===== src/rtl/rr_readout_arbiter_pkg.sv =====
// Shared types and helpers for the N-channel readout arbiter.
package rr_readout_arbiter_pkg;

  typedef enum logic {
    ST_IDLE  = 1'b0,
    ST_GRANT = 1'b1
  } arb_state_e;

  // ceil(log2(n)), never below 1 so a single channel still gets an index bit
  function automatic int clog2_min1(input int n);
    int r;
    r = 0;
    for (int i = 0; i < 31; i++)
      if ((1 << i) < n) r = i + 1;
    return (r < 1) ? 1 : r;
  endfunction

endpackage


===== src/rtl/rr_readout_arbiter_pick.sv =====
// Combinational picker: first requesting index at or after ptr (cyclic), or lowest index in fixed mode.
module rr_pick
  import rr_readout_arbiter_pkg::*;
#(
  parameter int CHANNELS   = 3,
  parameter bit FIXED_PRIO = 1'b0,
  localparam int IDW       = clog2_min1(CHANNELS)
) (
  input  logic [CHANNELS-1:0] req,
  input  logic [IDW-1:0]      ptr,
  input  logic                excl_en,
  input  logic [IDW-1:0]      excl,
  output logic                valid,
  output logic [IDW-1:0]      idx
);

  logic [CHANNELS-1:0]   cand;
  logic [CHANNELS-1:0]   hi_mask;
  logic [2*CHANNELS-1:0] dbl;

  always_comb begin
    cand    = req;
    hi_mask = '1;
    for (int i = 0; i < CHANNELS; i++) begin
      if (excl_en && (excl == IDW'(i))) cand[i] = 1'b0;
      if (!FIXED_PRIO)                  hi_mask[i] = (IDW'(i) >= ptr);
    end
  end

  // Lower half holds requests at/after ptr; upper half wraps around to the rest.
  assign dbl   = {cand, cand & hi_mask};
  assign valid = |cand;

  always_comb begin
    idx = '0;
    for (int i = 2*CHANNELS-1; i >= 0; i--) begin
      if (dbl[i]) idx = (i >= CHANNELS) ? IDW'(i - CHANNELS) : IDW'(i);
    end
  end

endmodule


===== src/rtl/rr_readout_arbiter.sv =====
// Readout arbiter merging N channel FWFT FIFOs into one stream for sram_fifo.
module rr_readout_arbiter
  import rr_readout_arbiter_pkg::*;
#(
  parameter int CHANNELS   = 3,
  parameter int DATA_WIDTH = 32,
  parameter int MAX_BURST  = 16,
  parameter bit FIXED_PRIO = 1'b0,
  parameter bit TAG_ID     = 1'b0,
  localparam int IDW       = clog2_min1(CHANNELS)
) (
  input  logic                           BUS_CLK,
  input  logic                           BUS_RST,
  input  logic [CHANNELS-1:0]            CH_EN,
  input  logic [CHANNELS-1:0]            WRITE_REQ,
  input  logic [CHANNELS-1:0]            HOLD_REQ,
  input  logic [CHANNELS*DATA_WIDTH-1:0] DATA_IN,
  output logic [CHANNELS-1:0]            READ_GRANT,
  input  logic                           READY_OUT,
  output logic                           WRITE_OUT,
  output logic [DATA_WIDTH-1:0]          DATA_OUT,
  output logic [IDW-1:0]                 OWNER
);

  localparam int            CW         = clog2_min1(MAX_BURST + 1);
  localparam logic [CW-1:0] BURST_MAX  = CW'(MAX_BURST);
  localparam logic [CW-1:0] BURST_LAST = (MAX_BURST == 0) ? '0 : CW'(MAX_BURST - 1);

  arb_state_e      state, state_n;
  logic [IDW-1:0]  owner, owner_n;
  logic [IDW-1:0]  ptr, ptr_n;
  logic [CW-1:0]   count, count_n;

  logic [CHANNELS-1:0] elig;
  logic                in_grant, own_en, own_req, own_hold;
  logic                xfer, burst_end, rel;
  logic [IDW-1:0]      ptr_inc, pick_ptr, pick_idx;
  logic                pick_valid;
  logic [DATA_WIDTH-1:0] word;

  assign elig     = CH_EN & WRITE_REQ;
  assign in_grant = (state == ST_GRANT);
  assign own_en   = CH_EN[owner];
  assign own_req  = WRITE_REQ[owner];
  assign own_hold = HOLD_REQ[owner];
  assign ptr_inc  = (owner == IDW'(CHANNELS - 1)) ? '0 : owner + 1'b1;

  // A word offered during reset must not be popped or written downstream.
  assign WRITE_OUT = in_grant & own_en & own_req & ~BUS_RST;
  assign xfer      = WRITE_OUT & READY_OUT;
  assign burst_end = (MAX_BURST != 0) && xfer && !own_hold && (count == BURST_LAST);
  assign rel       = in_grant & (~own_en | (~own_hold & ~own_req) | burst_end);

  // One picker serves both the IDLE pick and the handover on release.
  assign pick_ptr = in_grant ? ptr_inc : ptr;

  rr_pick #(
    .CHANNELS   (CHANNELS),
    .FIXED_PRIO (FIXED_PRIO)
  ) u_pick (
    .req     (elig),
    .ptr     (pick_ptr),
    .excl_en (in_grant),
    .excl    (owner),
    .valid   (pick_valid),
    .idx     (pick_idx)
  );

  always_comb begin
    state_n = state;
    owner_n = owner;
    ptr_n   = ptr;
    count_n = count;
    case (state)
      ST_IDLE: begin
        if (pick_valid) begin
          state_n = ST_GRANT;
          owner_n = pick_idx;
          count_n = '0;
        end
      end
      ST_GRANT: begin
        if (rel) begin
          ptr_n   = ptr_inc;
          count_n = '0;
          if (pick_valid) owner_n = pick_idx;
          else            state_n = ST_IDLE;
        end else if (xfer && (count != BURST_MAX)) begin
          count_n = count + 1'b1;
        end
      end
      default: state_n = ST_IDLE;
    endcase
  end

  always_ff @(posedge BUS_CLK) begin
    if (BUS_RST) begin
      state <= ST_IDLE;
      owner <= '0;
      ptr   <= '0;
      count <= '0;
    end else begin
      state <= state_n;
      owner <= owner_n;
      ptr   <= ptr_n;
      count <= count_n;
    end
  end

  always_comb begin
    READ_GRANT = '0;
    word       = '0;
    for (int i = 0; i < CHANNELS; i++) begin
      if (owner == IDW'(i)) begin
        READ_GRANT[i] = xfer;
        word          = DATA_IN[i*DATA_WIDTH +: DATA_WIDTH];
      end
    end
    if (TAG_ID) word[DATA_WIDTH-1 -: IDW] = owner;
  end

  assign DATA_OUT = in_grant ? word : '0;
  assign OWNER    = owner;

  a_grant_onehot: assert property (@(posedge BUS_CLK) $onehot0(READ_GRANT));
  a_grant_req:    assert property (@(posedge BUS_CLK) (READ_GRANT & ~WRITE_REQ) == '0);

endmodule

===== config.mk =====
export PLATFORM = sky130hd
export DESIGN_NAME = rr_readout_arbiter
export DESIGN_NICKNAME = d
export VERILOG_FILES = /design/src/rtl/rr_readout_arbiter_pkg.sv /design/src/rtl/rr_readout_arbiter_pick.sv /design/src/rtl/rr_readout_arbiter.sv
export SDC_FILE = /design/constraint.sdc
export NUM_CORES = 1
export LEC_CHECK = 0
export ABC_AREA = 1
export ABC_CLOCK_PERIOD_IN_PS = 2300
export BUFFER_PORTS_ARGS = -buffer_cell sky130_fd_sc_hd__buf_4
export CELL_PAD_IN_SITES_DETAIL_PLACEMENT = 2
export CELL_PAD_IN_SITES_GLOBAL_PLACEMENT = 2
export CORE_MARGIN = 2
export CORE_UTILIZATION = 15
export DETAILED_ROUTE_END_ITERATION = 16
export GPL_ROUTABILITY_DRIVEN = 1
export PLACE_DENSITY_LB_ADDON = 0.2
export SETUP_SLACK_MARGIN = 0.2
export SLEW_MARGIN = 20
export SYNTH_ARGS = -nofsm -noshare
export SYNTH_HDL_FRONTEND = slang
export SYNTH_SLANG_ARGS = --single-unit

===== constraint.sdc =====
create_clock -name BUS_CLK -period 2.3 [get_ports BUS_CLK]
set_input_delay 0.46 -clock BUS_CLK [delete_from_list [all_inputs] [get_ports BUS_CLK]]
set_output_delay 0.46 -clock BUS_CLK [all_outputs]
set_load 0.02 [all_outputs]

==> metrics.md <==
| Metric | Value |
|---|---|
| Status | `completed` |
| Iteration count of the initial detailed-routing pass | `3` |
| Synth top area share | `0.305` |
| Slowest-stage cell, CP | `dfxtp_4` |
| Max IR drop VDD | `0.000152 V` |
| Slew Limit Fails | `0` |
| Hold Fails Final Rpt | `0` |
| # nets final | `573` |
| Yosys reg bits | `10` |
| Post-synth EDFFs | `0` |
| RSZ-0062 raised after global routing | `true` |
| Area contributors post-synth | `nand2_1 (31%), nand3_1 (17%), dfxtp_1 (12%)` |
| Tcrit/Tclk final | `0.903` |
| GP Congestion | `0.725` |
| Int Power | `between 0.7 and 0.8 mW` |
| Initial antenna violation count | `0` |
| Top_reg_cell synth | `dfxtp_1` |
| Largest net degree at the start of global routing | `28` |
| Final setup fails | `0` |
| Clock Sinks | `10` |
| Crit path max fanout | `5` |
| Most frequent cell after synthesis | `nand2_1` |
| Async SR Flop Fraction | `0` |
| Placed inst area | `about 2900 um2` |
| Final instance area | `roughly 3000 um2` |
| CTS buffer count | `3` |
| Max Fclk | `481 MHz` |
| Sw Ratio | `0.445` |
| Num rows | `37` |
| Data required, critical path | `1.84 ns` |
| Arr. time, crit path | `approximately 1.6 ns` |
| Dpl ws | `0.180 ns` |
| H-tree levels | `1` |
| CORE AREA | `10400 um2` |
| FF/Latch Area | `208 um2` |
| Multi-input gate area | `~1300 um2` |
| Layout cells sized above 1 | `0.430` |
| Net Sw Power | `0.573 mW` |
| Detail-routed net length per standard cell | `15.3 um` |
| Initial DRC Count | `roughly 100` |
| Width of the die | `~110 um` |
| Vias in the first global route | `between 2000 and 3000` |
| Root Driver | `clkbuf_8` |
| Reg power frac | `0.173` |
| Type of destination of the critical path | `primary output` |
| Die Y | `108 um` |
| Synth warn | `0` |
| Worst skew pair latency | `0.25 ns` |
| Worst path most repeated cell | `nor2_4` |
| Fillers | `1336` |
| Drt total wl | `9140 um` |
| CP Cell Sequence | `buf_4, nor2_4, inv_2, nor2_4, nor2_4, nor2_8, nand2_4, nor3_2, buf_4` |
| Commonest cells in the netlist | `nand2_1 (131), nand3_1 (56), inv_1 (35)` |
| Tot GR Track Use | `0.150` |
| Gr ovfl total | `0` |
| CP peak stage delay | `roughly 0.36 ns` |
| Logic pwr share | `0.646` |
| Setup TNS | `0 ns` |
| Full die area | `11600 um2` |
| # IOs | `146` |
| Hpwl dp | `~7500 um` |
| Final WS setup | `0.223 ns` |
| Clk buf depth | `2` |
| Layout Skew | `between 0.01 and 0.015 ns` |
| First-pass GRT wire length | `13700 um` |
| MaxCap Viol Count | `0` |
| Synth unique cells | `28` |
| Worst setup SP type | `register` |
| Pwr Density | `417 nW/um2` |
| DR vias | `2611` |
| Initial Util | `0.155` |
| Worst Hold Class | `primary input to register` |
| Clock transition at path regs | `0.06 ns` |
| DR vias/cell | `4.37` |
| Clock network power share | `0.181` |
| Avg Inst Size Synth | `approximately 5.2 um2` |
| Minimum clock period | `roughly 2.1 ns` |
| Worst slew pin tran | `0.348 ns` |
| Ant. Diodes | `0` |
| Area Growth Syn to Fin | `91.8%` |
| Final ANT Viol Nets | `0` |
| Synthesized area | `1610 um2` |
| Seq/Total Area, Yosys | `0.124` |
| Synth Net Count | `~420` |
| Area leader, netlist | `nand2_1` |
| # DRC | `0` |
| Post-Syn Instances | `311` |
| Cts hold-fix bufs | `0` |
| CTS tree | `built` |
| WS Path Type | `register to primary output` |
| Static Leak | `1.70 nW` |
| Headroom to the max-slew limit | `0.765` |
| I/O Buffers | `145` |
## power by group through the flow
stage          Sequential, mW  Clock, mW  Combinational (mW)
2_1_floorplan           0.218          0               0.435
5_1_grt                 0.227      0.250               0.922
4_1_cts                 0.222      0.238               0.822
3_3_place_gp            0.220          0               0.782
3_5_place_dp            0.222          0               0.797
6_report                0.223      0.233               0.833
## cells in the final DEF, fill, tap and decap left out
cell type / Yosys / layout
nand4_4: 1 / 1
nor2_1: 15 / 12
o21ai_0: 4 / 3
xor2_1: 2 / 2
o21ai_1: 1 / 2
buf_6: 0 / 2
dfxtp_1: 10 / 8
nor2_4: 2 / 4
a31oi_2: 0 / 2
nand2_1: 131 / 128
nand3_2: 2 / 2
nand2_2: 6 / 8
buf_4: 1 / 154
nand3b_1: 1 / 1
nand4_1: 5 / 5
a21oi_4: 1 / 1
nand2_4: 0 / 1
ha_1: 3 / 3
inv_2: 2 / 2
nand3_1: 56 / 56
dfxtp_4: 0 / 2
nor2_2: 1 / 2
nor3_2: 0 / 2
inv_6: 0 / 1
buf_8: 0 / 2
a21oi_1: 9 / 9
clkbuf_8: 0 / 4
clkinv_1: 1 / 1
nor2_8: 2 / 2
inv_1: 35 / 32
clkinvlp_4: 0 / 4
nand3b_4: 1 / 1
a31oi_1: 3 / 1
buf_12: 0 / 1
## state kept, by name, summed over array words and instances, names as in the netlist
register,cells
ptr,2
count,5
OWNER,2
in_grant,1
## layout make-up
class / instances / share of cell area
inverters: 38 / 0.0502
well taps: 136 / 0.0551
repair buffers: 159 / 0.398
multi-input cells: 248 / 0.407
repair inverters: 2 / 0.00486
clock buffers: 4 / 0.0178
flip-flops and latches: 10 / 0.0672
## layer usage
layer,global-route usage,vias up,part of all wire
met5,0,-,0
met3,0.0496,4,0.081
met2,0.301,81,0.56
met4,0.0201,0,0.0077
li1,-,1280,-
met1,0.150,1246,0.35
## worst paths after layout
kind / slack [ns] / to / start / depth (start not counted)
max reg2reg: 0.37 / count[1] / OWNER[0] / 11
min reg2reg: 0.45 / ptr[1] / ptr[1] / 2
max: 0.22 / READ_GRANT[1] / OWNER[0] / 9
min: 0.42 / ptr[0] / BUS_RST / 2
## timing repair
action	CTS	global route
setup buffers	1	6
cloned	1	1
pin swaps	1	4
setup endpoints to repair	35	35
gates resized for setup	18	14
## worst max-delay path: cells and delay by family, from the launching register on
| kind | cells | cell delay [ns] |
|---|---|---|
| flip-flops | 1 | 0.36 |
| AND/OR/NAND/NOR | 6 | 0.63 |
| buffers and inverters | 3 | 0.38 |
## cells by family (layout without fill, tap and decap cells)
kind of cell / Yosys count / in the layout / share of synthesized area
and+or+nand+nor: 225 / 225 / 0.649
buffers and inverters: 53 / 203 / 0.127
xor gates and xnor gates: 2 / 2 / 0.0109
adders and majority gates: 3 / 3 / 0.0233
AOI/OAI and AO/OA: 18 / 18 / 0.0653
DFF: 10 / 10 / 0.124
## per-stage QoR
step                      power [mW]  cells  hold WS [ns]   util
after CTS                       1.28    590         0.419  0.289
final                           1.29    597         0.421  0.298
after global placement          1.00    584         0.443  0.277
after floorplan                0.653    311         0.425      -
after detailed placement        1.02    584         0.444  0.277
after global routing            1.40    597         0.423  0.298
Power figures use the tool's default switching activity.
